===== config.mk =====
export PLATFORM = sky130hd
export DESIGN_NAME = branch_resolve_queue
export DESIGN_NICKNAME = d
export VERILOG_FILES = /design/src/rtl/branch_resolve_queue.sv
export SDC_FILE = /design/constraint.sdc
export NUM_CORES = 1
export LEC_CHECK = 0
export ABC_CLOCK_PERIOD_IN_PS = 6710
export CAP_MARGIN = 20
export CORE_MARGIN = 2
export CORE_UTILIZATION = 25
export CTS_CLUSTER_DIAMETER = 60
export CTS_CLUSTER_SIZE = 12
export DETAILED_ROUTE_END_ITERATION = 8
export SLEW_MARGIN = 20
export SYNTH_ARGS = -nofsm -noshare
export SYNTH_HDL_FRONTEND = slang
export SYNTH_SLANG_ARGS = --single-unit
export TNS_END_PERCENT = 1

===== constraint.sdc =====
create_clock -name clk -period 6.71 [get_ports clk]
set_clock_uncertainty 0.05 [all_clocks]
set_input_delay 1.0065 -clock clk [delete_from_list [all_inputs] [get_ports clk]]
set_output_delay 1.0065 -clock clk [all_outputs]
set_load 0.01 [all_outputs]

===== src/rtl/branch_resolve_queue.sv =====
// Purpose : resolves up to LANES branches per cycle, flags the oldest mispredict as a
//           fetch redirect and queues training records for the BTB/predictor.
// Latency : redirect is registered, one cycle after resolve; a queued record reaches the head the next cycle.
// Backpr. : stall is raised when fewer than LANES slots are free, and all res_* inputs
//           are then ignored; the drain side uses upd_valid/upd_ready.
//
// Ports
//   clk, rst                   clock, synchronous active-low reset
//   res_*                      per-lane resolved instruction, packed lane i at [i*W +: W]
//   stall                      producer must hold inputs this cycle
//   redirect_valid/_pc         one-cycle refetch pulse and corrected PC
//   upd_valid/_ready, upd_*    FIFO head record to BTB/predictor
//   mispred_count              saturating count of acted-on mispredicts
module branch_resolve_queue #(
  parameter int LANES = 2,
  parameter int DEPTH = 8,
  parameter int PC_W  = 32,
  parameter int CNT_W = 16
) (
  input  logic                  clk,
  input  logic                  rst,
  input  logic [LANES-1:0]      res_valid,
  input  logic [LANES-1:0]      res_is_branch,
  input  logic [LANES-1:0]      res_taken,
  input  logic [LANES*PC_W-1:0] res_pc,
  input  logic [LANES*PC_W-1:0] res_target,
  input  logic [LANES-1:0]      res_pred_taken,
  input  logic [LANES*PC_W-1:0] res_pred_target,
  output logic                  stall,
  output logic                  redirect_valid,
  output logic [PC_W-1:0]       redirect_pc,
  output logic                  upd_valid,
  input  logic                  upd_ready,
  output logic [PC_W-1:0]       upd_pc,
  output logic                  upd_taken,
  output logic [PC_W-1:0]       upd_target,
  output logic                  upd_mispred,
  output logic [CNT_W-1:0]      mispred_count
);

  localparam int AW = $clog2(DEPTH);

  typedef struct packed {
    logic [PC_W-1:0] pc;
    logic            taken;
    logic [PC_W-1:0] target;
    logic            mispred;
  } rec_t;

  // State
  rec_t            mem_q [DEPTH];
  logic [AW-1:0]   head_q, head_d;
  logic [AW-1:0]   tail_q, tail_d;
  logic [AW:0]     occ_q, occ_d;
  logic            redir_vld_q, redir_vld_d;
  logic [PC_W-1:0] redir_pc_q, redir_pc_d;
  logic [CNT_W-1:0] cnt_q, cnt_d;

  // Per-lane unpacked views of the flat input buses
  logic [PC_W-1:0] pc_l   [LANES];
  logic [PC_W-1:0] tgt_l  [LANES];
  logic [PC_W-1:0] ptgt_l [LANES];

  for (genvar g = 0; g < LANES; g++) begin : g_unpack
    assign pc_l[g]   = res_pc[g*PC_W +: PC_W];
    assign tgt_l[g]  = res_target[g*PC_W +: PC_W];
    assign ptgt_l[g] = res_pred_target[g*PC_W +: PC_W];
  end

  logic [LANES-1:0] is_br;
  logic [LANES-1:0] mis;
  logic [LANES-1:0] live;
  logic [AW-1:0]    wr_ptr [LANES];
  rec_t             rec    [LANES];
  logic [AW-1:0]    off;
  logic [AW:0]      push_n;
  logic             older_mis;
  logic             acted;
  logic             pop;
  logic [AW:0]      free_slots;

  assign is_br = res_valid & res_is_branch;

  // Stall looks only at registered occupancy, so a pop in the same cycle
  // does not release it; this keeps stall off any combinational path from upd_ready.
  assign free_slots = (AW+1)'(DEPTH) - occ_q;
  assign stall      = free_slots < (AW+1)'(LANES);

  assign upd_valid = (occ_q != '0);
  assign pop       = upd_valid & upd_ready;

  always_comb begin
    mis        = '0;
    live       = '0;
    off        = '0;
    push_n     = '0;
    older_mis  = 1'b0;
    acted      = 1'b0;
    redir_pc_d = '0;
    for (int i = 0; i < LANES; i++) begin
      mis[i] = is_br[i] &
               ((res_pred_taken[i] != res_taken[i]) |
                (res_taken[i] & (ptgt_l[i] != tgt_l[i])));
      // Anything younger than a mispredict is wrong-path and never recorded.
      live[i]           = ~stall & is_br[i] & ~older_mis;
      wr_ptr[i]         = tail_q + off;
      rec[i].pc         = pc_l[i];
      rec[i].taken      = res_taken[i];
      rec[i].target     = tgt_l[i];
      rec[i].mispred    = mis[i];
      if (live[i]) begin
        off    = off + AW'(1);
        push_n = push_n + (AW+1)'(1);
      end
      // Only the first live lane can be a live mispredict, so this picks the oldest.
      if (live[i] & mis[i]) begin
        acted      = 1'b1;
        redir_pc_d = res_taken[i] ? tgt_l[i] : (pc_l[i] + PC_W'(4));
      end
      older_mis = older_mis | mis[i];
    end
  end

  always_comb begin
    head_d      = head_q + AW'(pop);
    tail_d      = tail_q + off;
    occ_d       = occ_q + push_n - (AW+1)'(pop);
    redir_vld_d = acted;
    cnt_d       = (acted && (cnt_q != '1)) ? cnt_q + CNT_W'(1) : cnt_q;
  end

  always_ff @(posedge clk) begin
    if (!rst) begin
      head_q      <= '0;
      tail_q      <= '0;
      occ_q       <= '0;
      redir_vld_q <= 1'b0;
      redir_pc_q  <= '0;
      cnt_q       <= '0;
    end else begin
      head_q      <= head_d;
      tail_q      <= tail_d;
      occ_q       <= occ_d;
      redir_vld_q <= redir_vld_d;
      redir_pc_q  <= redir_pc_d;
      cnt_q       <= cnt_d;
    end
  end

  // Storage needs no reset: emptiness is tracked by occupancy alone.
  always_ff @(posedge clk) begin
    for (int i = 0; i < LANES; i++) begin
      if (live[i]) begin
        mem_q[wr_ptr[i]] <= rec[i];
      end
    end
  end

  rec_t head_rec;
  assign head_rec = mem_q[head_q];

  // Head fields are forced to zero while empty so stale storage never leaks out.
  assign upd_pc         = upd_valid ? head_rec.pc      : '0;
  assign upd_taken      = upd_valid ? head_rec.taken   : 1'b0;
  assign upd_target     = upd_valid ? head_rec.target  : '0;
  assign upd_mispred    = upd_valid ? head_rec.mispred : 1'b0;

  assign redirect_valid = redir_vld_q;
  assign redirect_pc    = redir_pc_q;
  assign mispred_count  = cnt_q;

endmodule


## Word level (Yosys, flattened, before mapping)

Memories as Yosys holds them, arrays and structs flattened. A register that Yosys moved wholly into a read port is not among the register bits.
Index checks and enable logic that the tools add are counted.

- Flip-flop bits (word level): 59
- Bits in writable memories: 528
- Input port bits: 203
- Output and inout port bits: 117
- Word-level logic and storage cells: 60
- Memories: 1

- $add $sub $neg: 11
- $lt $le $gt $ge: 1
- Eq/ne operators: 5
- Muxes and demuxes: 19
- Bitwise logic cells: 15
- Reduce and logical (&&, ||, !) cells: 2

Memory list:

| name | depth | bits a word | rd ports | clocked after memory_dff | wr ports | line | source |
|---|---|---|---|---|---|---|---|
| mem_q | 8 | 66 | 1 | 1 | 2 | 51 | `rec_t mem_q [DEPTH];` |

Operator list:

| kind | number |
|---|---|
| 32-bit 2-to-1 mux | 6 |
| 32-bit by 3-bit adder with 32-bit output, second input constant | 2 |
| 32-bit != test | 2 |
| 16-bit by 1-bit adder with 16-bit output, second input constant | 1 |
| 16-bit != test, second input constant | 1 |
| 1-bit bitwise AND | 10 |
| 1-bit 2-to-1 mux | 10 |
| 3-bit by 1-bit adder with 3-bit output | 2 |
| 1-bit by 1-bit adder with 2-bit output, second input constant | 2 |
| 4-bit adder | 1 |
| 4-bit by 2-bit < comparator with 1-bit output, second input constant | 1 |
| 2-bit 2-to-1 mux | 2 |
| 4-bit nonzero test | 1 |
| 4-bit by 1-bit subtractor with 4-bit output | 1 |
| 4-bit subtractor, first input constant | 1 |
| 3-bit adder | 1 |
| 3-bit 2-to-1 mux | 1 |
| 2-bit bitwise AND | 1 |
| 1-bit != test | 2 |
| 1-bit NOT | 2 |
| 1-bit bitwise OR | 2 |
| 1-bit logical AND | 1 |

## Longest topological paths before layout

- Depth in word-level cells: 9
- Gate-level depth with buffers: 18
- Mapped depth without buffers: 16

## Worst setup path before layout

No wires, ideal clock.

- Path kind: flip-flop to flip-flop
- Start: reg occ_q[1]
- End: mem mem_q[2][0] (netlist name) (enable)
- Setup time: 0.588 ns
- Arrival time: 6.496 ns
- Required time: 6.072 ns
- Setup slack: -0.424 ns
- Cell stages (with the launch flop): 11
- Period minus slack after synthesis: 7.134 ns
- Path through: dfxtp_1 inv_1 ha_1 a31oi_1 or2_2 clkbuf_1 inv_1 clkbuf_1 nor2_1 nand2_1 o31ai_1

RTL lines:

| what | line | source |
|---|---|---|
| start, declared | 54 | `logic [AW:0] occ_q, occ_d;` |
| start signal, assigned | 136 | `occ_q <= '0;` |
| start signal, assigned | 143 | `occ_q <= occ_d;` |
| end, declared | 51 |  |

==> run metrics <==
TritonCTS sink count 587; Die W ~360 um; Final Non-Filler Cells ~4,100; CP required 7030 ps; Synthesis Warnings 0; total CTS buffers 59; sequential share of the synthesized area 53.4%; EDFF count, synth 528; CTS tree built; vias 20,793; clock buffer depth 3; critical path fanouts, max 39; count of final setup violators 0; DRT Wirelength 118 mm; maxcap violations 0; global-route wire length before repair 164 mm; DRC viols 0; clock root buffer clkbuf_16; post-synthesis cell count around 2,200; First DRT Iteration DRCs 2,067; Net Sw Frac 32.1%; Worst path top cell family by delay simple AND/OR/NAND/NOR gates; largest family of logic cells by synthesized area multiplexers; Tot Pwr 11,800 uW; Worst Path Arrival 5140 ps; nets 2,646; Design Area, Final 38,800 um^2; final period utilization a little under three quarters; dpl cells slightly above 4,000; combinational power share 33.7%; P_int 8030 uW; Area after DPL 37,000 um^2; M3 GR Usage 5.16%; Overflow after GRT 0; Post-Syn Area 31,900 um^2; most frequent cells in the layout edfxtp_1 (528), mux2_2 (481), clkdlybuf4s50_1 (317); syn avg cell area 14.3 um^2; post-synthesis xor/xnor area fraction under 10%; Hold Buf Count CTS 0; power per cell area 304 nW/um^2; detail-routed net length per standard cell approximately 29 um; vias in the first global route 20,434; pin count of the biggest net entering global routing 71; Max Freq 208 MHz; die span in y 361 um; synth-to-layout area growth 21.8%; boundary pin count 320; GRT met1 Usage 24.8%; Main synth FF type edfxtp_1; sw power ~3800 uW; LEAKAGE 0.0126 uW; Starting Density 25.1%; final hold vios 0; compound-cell area share of the yosys netlist 2.06%; Crit path largest cell delay ~920 ps; WP buf/inv 3; CP Launch Type input pin; Critical Path, Cell by Cell clkdlybuf4s50_1 -> xor2_1 -> nor4_1 -> buf_4 -> nand4_1 -> nor4_2 -> o21ai_2 -> or4_4 -> buf_12 -> mux2_2; Critical-path top delay cell or4_4; commonest non-fill, non-tap cell in the layout edfxtp_1; worst-skew pair later-pin latency 640 ps; status finished clean; most used routing layer in global routing met2; Simple-Gate Fraction of Synth Area 5.23%; final HPWL from detailed placement 82.3 mm; Final Max Tran Viols 0; htree depth 2; Worst-path clk slew 70 ps; Reg power frac 39.0%; Yosys cell types 50; routability cong. 0.837; Post-CTS Resized 0; Vias per Instance 5.02; Rows 131; initial antenna violation count 19; drt pass-1 iters 5; Hold Crit Class reg2reg; RSZ-0062 raised after global routing false; met2 usage 27.0%; Post-Synth Adder-Cell Area 0.753%; ys async rst share 0%; net count after synthesis 2,453; Die ar. between 100,000 and 150,000 um^2; Post-DRT Antenna Nets 0; Tmin final about 4800 ps; total core area 127,000 um^2; Max IR drop VDD 0.207 mV; clock share of power between 20% and 30%; Slew @ Worst Pin 1050 ps; Post CTS Setup Buffer Count 0; Yosys reg bits slightly below 600; share of post-route cells with drive strength above 1 33.5%; GRT Total Usage between 10% and 20%; WS Path Type in2reg; critical path endpoint category flip-flop; count of buffers from port buffering between 300 and 400; Fin Setup TNS 0 ps; Rel. slew slack 29.6%; post-synthesis mux area share 31.2%
[synth_stat cells, drive strengths merged, types with 21 or more instances]
| cell type | number | share of area [%] |
|---|---|---|
| edfxtp | 528 | 50 |
| nor2 | 125 | 1.5 |
| mux4 | 132 | 9.3 |
| xor2 | 87 | 2.4 |
| a21oi | 50 | 0.78 |
| mux2i | 111 | 3.5 |
| clkbuf | 175 | 2.1 |
| buf | 96 | 1.6 |
| nand3 | 31 | 0.49 |
| dfxtp | 59 | 3.7 |
| nand2 | 56 | 0.66 |
| o21ai | 23 | 0.37 |
| mux2 | 512 | 18 |
| xnor2 | 38 | 1.0 |
| nand4 | 21 | 0.41 |
[kinds of logic after synthesis]
kind of cell | after synthesis
AO/OA/AOI/OAI | 114
XOR/XNOR | 125
adder cells (fa/ha/maj) | 18
buffers and inverters | 290
flip-flops | 587
multiplexers | 755
AND/OR/NAND/NOR | 343
[worst reg2reg max path, delay by kind of cell (launching register included)]
family	cells	cell delay [ps]
simple gates	5	1890
buf+inv	3	910
fa+ha+maj	3	800
flops	1	340
compound gates	2	320
[registers in the layout (all words and copies together), names as in the netlist]
signal and flops:
mispred_count 16, head_q 3, occ_q 4, mem_q 528
redirect_pc 32, redirect_valid 1, tail_q 3
[per-stage QoR]
| stage | util, % | hold WS (ps) | setup slack [ps] |
|---|---|---|---|
| 3_3_place_gp | 29.1 | 421 | 1260 |
| 6_report | 30.6 | 442 | 1900 |
| 2_1_floorplan | - | 444 | -282 |
| 3_5_place_dp | 29.1 | 427 | 1270 |
| 5_1_grt | 30.6 | 466 | 1740 |
| 4_1_cts | 30.6 | 439 | 1840 |
[path summary, 6_finish.rpt]
kind | startpoint | end | slack (ps) | cells past startpoint
hold reg to reg | mispred_count[14] | mispred_count[14] | 440 | 2
setup reg to reg | occ_q[1] | mem_q[4][48] | 2050 | 13
setup / recovery | res_target[25] | mem_q[2][62] | 1900 | 10
hold / removal | mispred_count[14] | mispred_count[14] | 440 | 2
[per-layer routing]
metal	wire length, um	vias up
met4	1790	22
met2	52700	958
met5	144	-
met1	51400	10835
met3	12100	117
li1	-	8861
[area by class of cell]
class | count | area (um^2)
Sequential cell | 587 | 17000
Antenna cell | 3 | 7.51
Clock inverter | 9 | 62.6
Fill cell | 12616 | 88200
Multi-Input combinational cell | 1355 | 13700
Tap cell | 1662 | 2080
Inverter | 19 | 71.3
Clock buffer | 102 | 1750
Timing Repair Buffer | 403 | 4080
[power by group through the flow]
stage | logic [uW] | registers (uW) | clock network [uW]
after floorplan | 2210 | 4620 | 0
after global placement | 4040 | 4680 | 0
after detailed placement | 4060 | 4690 | 0
after CTS | 4070 | 4610 | 3300
after global routing | 4230 | 4640 | 3420
final | 3980 | 4610 | 3230
No activity file was read; power rests on OpenSTA's default activity.
